<file path="config.mk">
export PLATFORM = sky130hd
export DESIGN_NAME = ro_freq_meter
export DESIGN_NICKNAME = d
export VERILOG_FILES = /design/src/rtl/ro_freq_meter.sv
export SDC_FILE = /design/constraint.sdc
export NUM_CORES = 1
export LEC_CHECK = 0
export ABC_AREA = 1
export CAP_MARGIN = 20
export CORE_MARGIN = 2
export CORE_UTILIZATION = 52
export DETAILED_ROUTE_END_ITERATION = 6
export GPL_TIMING_DRIVEN = 0
export PLACE_DENSITY = 0.84
export REMOVE_ABC_BUFFERS = 1
export SLEW_MARGIN = 30
export SYNTH_ARGS = -nofsm -noshare
export SYNTH_HDL_FRONTEND = slang
export SYNTH_SLANG_ARGS = --single-unit
</file>
<file path="constraint.sdc">
create_clock -name CLK -period 2 [get_ports CLK]
set_input_delay 0.5 -clock CLK [delete_from_list [all_inputs] [get_ports CLK]]
set_output_delay 0.5 -clock CLK [all_outputs]
set_load 0.01 [all_outputs]
</file>
<file path="src/rtl/ro_freq_meter.sv">
// ro_freq_meter
// Ring-oscillator frequency meter. Enables one oscillator, brings its output
// into the CLK domain and counts rising edges over a programmable gate window.
//
// Ports:
//   CLK       in   system clock, rising edge
//   RST_N     in   asynchronous active-low reset
//   RO_IN     in   [NUM_RO]  raw oscillator outputs (asynchronous to CLK)
//   SEL       in   [SEL_W]   oscillator index, sampled on an accepted START
//   GATE_LEN  in   [GATE_W]  gate window in CLK cycles, sampled on an accepted START
//   START     in   request a measurement
//   RO_EN     out  [NUM_RO]  one-hot oscillator enable
//   BUSY      out  measurement in progress
//   DONE      out  one-cycle pulse, COUNT/OVF updated
//   COUNT     out  [CNT_W]   rising-edge count of the last completed measurement
//   OVF       out  last measurement saturated
//   dbg_state out  [2]       current FSM state (IDLE=0, SETTLE_ST=1, MEASURE=2, FINISH=3)
//
// Handshake: START is a request qualified only by the FSM being in IDLE
// (BUSY low); START while BUSY is dropped, never queued. Completion is the
// single-cycle DONE pulse, on which BUSY is already low, so a START presented
// in the DONE cycle is accepted.
module ro_freq_meter #(
  parameter int NUM_RO = 4,
  parameter int SEL_W  = 2,
  parameter int CNT_W  = 16,
  parameter int GATE_W = 16,
  parameter int SETTLE = 8
) (
  input  logic              CLK,
  input  logic              RST_N,
  input  logic [NUM_RO-1:0] RO_IN,
  input  logic [SEL_W-1:0]  SEL,
  input  logic [GATE_W-1:0] GATE_LEN,
  input  logic              START,
  output logic [NUM_RO-1:0] RO_EN,
  output logic              BUSY,
  output logic              DONE,
  output logic [CNT_W-1:0]  COUNT,
  output logic              OVF,
  output logic [1:0]        dbg_state
);

  typedef enum logic [1:0] {
    IDLE      = 2'd0,
    SETTLE_ST = 2'd1,
    MEASURE   = 2'd2,
    FINISH    = 2'd3
  } state_t;

  state_t              state_q, state_d;
  logic [SEL_W-1:0]    sel_q, sel_d;
  logic [GATE_W-1:0]   gate_len_q, gate_len_d;
  logic [7:0]          settle_cnt_q, settle_cnt_d;
  logic [GATE_W-1:0]   gate_cnt_q, gate_cnt_d;
  logic [CNT_W-1:0]    acc_q, acc_d;
  logic                ovf_int_q, ovf_int_d;
  logic [CNT_W-1:0]    count_q, count_d;
  logic                ovf_q, ovf_d;
  logic                done_q, done_d;
  logic                s1_q, s1_d;
  logic                s2_q, s2_d;
  logic                s3_q, s3_d;

  logic                ro_mux;
  logic                rise;
  logic [NUM_RO-1:0]   ro_en_c;

  // Out-of-range select leaves the mux at 0, so such a run counts nothing.
  always_comb begin
    ro_mux = 1'b0;
    for (int i = 0; i < NUM_RO; i++) begin
      if (sel_q == SEL_W'(i)) ro_mux = RO_IN[i];
    end
  end

  always_comb begin
    ro_en_c = '0;
    if (state_q == SETTLE_ST || state_q == MEASURE) begin
      for (int i = 0; i < NUM_RO; i++) begin
        ro_en_c[i] = (sel_q == SEL_W'(i));
      end
    end
  end

  assign rise = s2_q & ~s3_q;

  always_comb begin
    state_d      = state_q;
    sel_d        = sel_q;
    gate_len_d   = gate_len_q;
    settle_cnt_d = settle_cnt_q;
    gate_cnt_d   = gate_cnt_q;
    acc_d        = acc_q;
    ovf_int_d    = ovf_int_q;
    count_d      = count_q;
    ovf_d        = ovf_q;
    done_d       = 1'b0;
    // Two synchronizer flops plus an edge-detect flop, running in every state.
    s1_d         = ro_mux;
    s2_d         = s1_q;
    s3_d         = s2_q;

    unique case (state_q)
      IDLE: begin
        if (START) begin
          sel_d        = SEL;
          gate_len_d   = GATE_LEN;
          acc_d        = '0;
          ovf_int_d    = 1'b0;
          settle_cnt_d = '0;
          state_d      = SETTLE_ST;
        end
      end
      SETTLE_ST: begin
        if (settle_cnt_q == 8'(SETTLE - 1)) begin
          gate_cnt_d = '0;
          state_d    = (gate_len_q != '0) ? MEASURE : FINISH;
        end else begin
          settle_cnt_d = settle_cnt_q + 8'd1;
        end
      end
      MEASURE: begin
        if (rise) begin
          // Saturate: an edge arriving at full scale is flagged, not wrapped.
          if (acc_q == '1) ovf_int_d = 1'b1;
          else             acc_d     = acc_q + CNT_W'(1);
        end
        if (gate_cnt_q == gate_len_q - GATE_W'(1)) begin
          state_d = FINISH;
        end else begin
          gate_cnt_d = gate_cnt_q + GATE_W'(1);
        end
      end
      FINISH: begin
        count_d = acc_q;
        ovf_d   = ovf_int_q;
        done_d  = 1'b1;
        state_d = IDLE;
      end
      default: state_d = IDLE;
    endcase
  end

  always_ff @(posedge CLK or negedge RST_N) begin
    if (!RST_N) begin
      state_q      <= IDLE;
      sel_q        <= '0;
      gate_len_q   <= '0;
      settle_cnt_q <= '0;
      gate_cnt_q   <= '0;
      acc_q        <= '0;
      ovf_int_q    <= 1'b0;
      count_q      <= '0;
      ovf_q        <= 1'b0;
      done_q       <= 1'b0;
      s1_q         <= 1'b0;
      s2_q         <= 1'b0;
      s3_q         <= 1'b0;
    end else begin
      state_q      <= state_d;
      sel_q        <= sel_d;
      gate_len_q   <= gate_len_d;
      settle_cnt_q <= settle_cnt_d;
      gate_cnt_q   <= gate_cnt_d;
      acc_q        <= acc_d;
      ovf_int_q    <= ovf_int_d;
      count_q      <= count_d;
      ovf_q        <= ovf_d;
      done_q       <= done_d;
      s1_q         <= s1_d;
      s2_q         <= s2_d;
      s3_q         <= s3_d;
    end
  end

  // Enable and BUSY decode straight from the state register so that reset
  // clears them without waiting for a clock edge.
  assign RO_EN     = ro_en_c;
  assign BUSY      = (state_q != IDLE);
  assign DONE      = done_q;
  assign COUNT     = count_q;
  assign OVF       = ovf_q;
  assign dbg_state = state_q;

endmodule
</file>
==> impl_metrics.toml, run 1 <==
[timing]
slew_violations = 0
timing.clock.skew_ps = 16.0
rsz_0062_raised_after_global_routing = "yes"
max_clock_freq_mhz = 471
timing.final.crit_share = 1.06
worst-slew-pin-transition_ps = 751
finalHoldViolations = 0
worst_slack_ps = -121
fin_worst_hold_slack_ps = 360
slew_headroom = 0.498
fin_crit_ps = 2120
final.setup.tns_ps = -1870
final-setup-viol-count = 25

[cells_and_area]
fin_area_mm2 = 0.00610
layout-drive-gt1-share = 0.175
finish.net_count = 737
antenna_fix_cells = 0
areaGrowthSynthToFinish_pct = 26.6

[die]
area_of_the_die_mm2 = 0.0101
die-width_um = 100
die_height_um = 100
std_cell_rows = 35
io_pins = 50
core_mm2 = 0.00911
floorplan.initialDensity = 0.529

[synth]
ys_seq_area_frac = 0.426
synthFlopType = "dfrtp_1"
synth.most_common_cell = "nand2_1"
syn-cell-area_mm2 = 0.00482
yosysTopAreaCellShare = 0.426
synthesis_stage_register_bit_count = 82
synthDistinctLibCells = 39
post_synthesis_cells = 626
synth.area.top_cells = "dfrtp_1 43%, nand2_1 13%, nor2_1 5.1%, nand3_1 5.0%, xor2_1 4.9%"
synthesis.yosys.warnings = 0
avgSynthCellArea_um2 = 7.70
synth_edf_count = 0
largest_area_contributor_in_the_netlist = "dfrtp_1"
synthTopCellsByCount = "166 x nand2_1, 82 x dfrtp_1, 66 x nor2_1"
async_set_or_reset_flop_fraction_in_the_synthesized_netlist = 1.00

[clock_network]
tritoncts = "done"
cts.reportedPaths.clkPinSlew_ps = 100
h-tree-depth = 3
tritoncts.num_buffers = 9
clock-root-buffer = "clkbuf_8"
number_of_clock_sinks = 82
clock_latency_ps = 370
buffer_levels_on_the_longest_clock_path = 2

[drt]
routedWlPerCell_um = 15.2
drc = 0
drt-initial-drc-count = 349
postRouteAntennaNets = 0
firstDrtPassIters = 5
num_vias = 4675
detail_route.vias_per_cell = 5.71
final_routed_wirelength_mm = 12.4

[global_routing]
pin_count_of_the_biggest_net_entering_global_routing = 61
grt_remaining_overflow = 0
grt_pass1_wl_mm = 20.1
grt_pass1_vias = 4415
groute.usage.overall = 0.248
grt_antenna_before_repair = 0

[run_status]
failed_checks = "negative setup slack"
outcome = "finished, violations left"

[worst_setup_path]
timing.critical_path.to_type = "flop"
cp_data_required_time_ps = 2260
timing.critical_path.fanout_max = 25
crit_arrival_ps = 2380
start_kind = "flop"
worst-setup-path-type = "flop to flop"

[job]
timing.max_cap.violations = 0

[pwr]
irDropWorstVdd_uv = 598
cellPowerDensity_mw_per_mm2 = 1310
report.power.total_mw = 8.02
total_leakage_power_nw = 2.77

[placed_design]
portBuffers = 49
dpl_cell_area_mm2 = 0.00540
finalWeightedCongestion = 0.904
place_hpwl_mm = 7.72

[min_path]
min_path_type = "flop to flop"
## routing by layer
layer	vias up	wire length, um	track usage
met5	-	0	0
met4	0	312	0.105
met3	35	732	0.0320
met2	189	6480	0.440
met1	2250	4900	0.303
li1	2201	-	-
## through the flow
stage	instances	setup slack, ps	util
2_1_floorplan	609	-547	-
3_3_place_gp	769	-2420	0.589
3_5_place_dp	770	-1520	0.592
4_1_cts	809	-68.3	0.650
5_1_grt	819	-256	0.670
6_report	819	-121	0.670
## logic make-up after synthesis
| family | count (synthesis) | share of synthesized area |
|---|---|---|
| multiplexers | 5 | 0.0117 |
| buffers and inverters | 84 | 0.0688 |
| flip-flops | 82 | 0.426 |
| XOR/XNOR | 37 | 0.0673 |
| AND/OR/NAND/NOR | 353 | 0.337 |
| AO/OA/AOI/OAI | 57 | 0.0683 |
| adder cells (fa/ha/maj) | 8 | 0.0208 |
## final cells by class
type	instances	area (um^2)
clock buffers	9	124
repair inverters	1	7.51
repair buffers	81	767
fillers	710	3010
multi-input cells	462	2650
clock inverters	6	90.1
well taps	111	139
inverters	67	263
flip-flops and latches	82	2060
## where the power goes
group	switching [mW]	internal, mW
Sequential	0.374	2.09
Combinational	2.50	1.69
Clock	0.656	0.701
Total	3.53	4.48
## cells in the final DEF, fill, tap and decap left out, types with 16 or more instances in the layout
cell and count:
xor2_1 27, inv_1 52, nor2_1 58, nand3_1 47
nor3_1 18, buf_4 24, dfrtp_1 78, clkdlybuf4s50_1 42
o21ai_0 21, a21oi_1 16, nand2_1 156, nand4_1 27
## timing repair
action | 4_1_cts | 5_1_grt
pin swaps | 18 | 17
endpoints found under the hold margin | 22 | 0
buffers inserted | 21 | 9
gates cloned | 2 | 1
hold buffers | 1 | 0
setup endpoints to repair | 66 | 50
resized for setup | 61 | 20
## state kept, by name (all words and copies together), names as in the netlist, 2 cells and up
signal,cells
acc_q,16
gate_cnt_q,16
settle_cnt_q,8
dbg_state,2
COUNT,16
gate_len_q,16
sel_q,2
## critical path, cell delays in order, from the launching register on
cell        delay, ps
dfrtp_2           380
buf_4             150
ha_4              160
clkinv_4          190
a21oi_2           230
nor2_1             60
inv_1              80
nand2_2            80
o21ai_4           130
clkinvlp_4        170
buf_4             170
o31ai_1           210
## worst paths after layout
path	cells after the start	to	slack, ps	start
worst max-delay path	11	acc_q[6]$_DFFE_PN0P_	-120	dbg_state[1]$_DFFE_PN0P_
worst min-delay path	0	s2_q$_DFF_PN0_	360	s1_q$_DFF_PN0_
worst max register to register	11	acc_q[6]$_DFFE_PN0P_	-120	dbg_state[1]$_DFFE_PN0P_
worst min register to register	0	s2_q$_DFF_PN0_	360	s1_q$_DFF_PN0_
max in group asynchronous	3	dbg_state[0]$_DFFE_PN0P_	880	RST_N
min in group asynchronous	2	settle_cnt_q[2]$_DFFE_PN0P_	530	RST_N
(Power assumes the default switching activity.)
==> inputs of run 2 (changes only) <==
--- a/config.mk
+++ b/config.mk
@@ -10,7 +10,6 @@
 export CORE_MARGIN = 2
 export CORE_UTILIZATION = 52
 export DETAILED_ROUTE_END_ITERATION = 6
-export GPL_TIMING_DRIVEN = 0
 export PLACE_DENSITY = 0.84
 export REMOVE_ABC_BUFFERS = 1
 export SLEW_MARGIN = 30
==> run 2 against run 1 <==
The run still ends with negative setup slack left; combinational power increased by 2%; utilization grew 0.81 points; sequential cell count unchanged; sequential share of layout area down 0.44 points; first-iteration DRC count fell by 27%; final area up 1.2%; clock skew decreased by 2.5 ps; sequential power hardly changed; routed wire length decreased by 1.4%; die area unchanged; non-clock buffer count increased by 21; register-to-register slack better by 20 ps; critical path type unchanged.
==> impl_metrics.toml, run 2 (synthesis results as in run 1) <==
[drt]
postRouteAntennaNets = 0
drt-initial-drc-count = 255
drc = 0
detail_route.vias_per_cell = 5.56
firstDrtPassIters = 5
num_vias = 4673
routedWlPerCell_um = 14.6
final_routed_wirelength_mm = 12.2

[run_status]
outcome = "finished, violations left"
failed_checks = "negative setup slack"

[global_routing]
grt_antenna_before_repair = 0
grt_remaining_overflow = 0
groute.usage.overall = 0.245
grt_pass1_vias = 4411
pin_count_of_the_biggest_net_entering_global_routing = 83
grt_pass1_wl_mm = 19.9

[die]
core_mm2 = 0.00911
std_cell_rows = 35
area_of_the_die_mm2 = 0.0101
die-width_um = 100
die_height_um = 100
floorplan.initialDensity = 0.529
io_pins = 50

[cells_and_area]
most-common-layout-cells = "159 x nand2_1, 80 x dfrtp_1, 59 x nor2_1"
final_core_utilization = 0.678
final_cells = 840
mostFrequentLayoutCell = "nand2_1"
fin_area_mm2 = 0.00617
areaGrowthSynthToFinish_pct = 28.1
layout_filler_cell_count = 717
antenna_fix_cells = 0
finish.net_count = 757
layout-drive-gt1-share = 0.189

[worst_setup_path]
timing.critical_path.to_type = "flop"
cp_data_required_time_ps = 2260
start_kind = "flop"
timing.critical_path.fanout_max = 10
crit_arrival_ps = 2350
worst-setup-path-type = "flop to flop"

[timing]
slew_violations = 0
rsz_0062_raised_after_global_routing = "yes"
timing.final.crit_share = 1.05
final-setup-viol-count = 16
max_clock_freq_mhz = 477
worst_slack_ps = -98.5
timing.clock.skew_ps = 13.4
worst-slew-pin-transition_ps = 470
finalHoldViolations = 0
slew_headroom = 0.687
fin_crit_ps = 2100
final.setup.tns_ps = -1130

[clock_network]
tritoncts = "done"
h-tree-depth = 3
tritoncts.num_buffers = 9
clock-root-buffer = "clkbuf_8"
cts-hold-fix-buffers = 0
buffer_levels_on_the_longest_clock_path = 2
number_of_clock_sinks = 82
clock_latency_ps = 370
cts.reportedPaths.clkPinSlew_ps = 90

[placed_design]
dpl_cell_area_mm2 = 0.00569
place_hpwl_mm = 8.34
portBuffers = 49
cells_after_dpl = 807
finalWeightedCongestion = 0.887

[pwr]
cellPowerDensity_mw_per_mm2 = 1280
total_leakage_power_nw = 2.87
irDropWorstVdd_uv = 820

[job]
timing.max_cap.violations = 0

[min_path]
min_path_type = "input port to asynchronous set/reset pin"
## run 2: per-layer routing
layer	global-route usage	up-vias	part of all wire
met1	0.300	2220	0.40
li1	-	2243	-
met4	0.104	0	0.030
met3	0.0383	40	0.053
met5	0	-	0
met2	0.431	170	0.52
## run 2: final timing paths
kind / depth (start not counted) / slack, ps / from / end
setup reg to reg: 15 / -100 / gate_len_q[1]$_DFFE_PN0P_ / gate_cnt_q[10]$_DFFE_PN0P_
min in group CLK: 0 / 370 / s1_q$_DFF_PN0_ / s2_q$_DFF_PN0_
max in group asynchronous: 2 / 1460 / RST_N / gate_len_q[3]$_DFFE_PN0P_
hold / removal: 2 / 110 / RST_N / settle_cnt_q[4]$_DFFE_PN0P_
setup / recovery: 15 / -100 / gate_len_q[1]$_DFFE_PN0P_ / gate_cnt_q[10]$_DFFE_PN0P_
hold reg to reg: 0 / 370 / s1_q$_DFF_PN0_ / s2_q$_DFF_PN0_
## run 2: repair_timing
action	4_1_cts	5_1_grt
cloned	1	2
resized for setup	30	37
setup endpoints to repair	25	39
setup buffers	6	8
pin swaps	14	14
hold endpoints to repair	0	0
## run 2: metrics by stage
step / power [mW] / hold slack [ps] / setup slack, ps
final: 7.90 / 107 / -98.5
after global routing: 8.47 / 169 / -237
after CTS: 7.53 / 167 / -54.1
after detailed placement: 6.13 / 341 / -165
after global placement: 5.95 / 338 / -103
after floorplan: 4.60 / 204 / -547
## run 2: layout make-up
type | instances | area [um^2] | area share
Inverter | 67 | 256 | 0.0416
Timing Repair Buffer | 102 | 922 | 0.149
Timing Repair inverter | 1 | 6.26 | 0.00101
Tap cell | 111 | 139 | 0.0225
Clock buffer | 9 | 124 | 0.0201
Clock inverter | 7 | 62.6 | 0.0101
Sequential cell | 82 | 2050 | 0.333
Multi-Input combinational cell | 461 | 2610 | 0.422
## run 2: worst max-delay path, stage by stage, from the launching register on
cell and delay, ps:
dfrtp_1 410, inv_2 90, ha_4 170, nand2_1 80
inv_2 60, nor2_1 40, nand2_1 50, nand2_1 50
inv_1 60, nand3_1 100, nor3_2 210, buf_4 160
nand4_4 170, buf_12 200, nand4_1 70, nand2_1 70
## run 2: report_power, final
group | leakage (nW) | total [mW] | switching (mW) | internal (mW)
clock | 0.0923 | 1.17 | 0.695 | 0.475
sequential | 1.08 | 2.46 | 0.372 | 2.09
combinational | 1.70 | 4.27 | 2.49 | 1.78
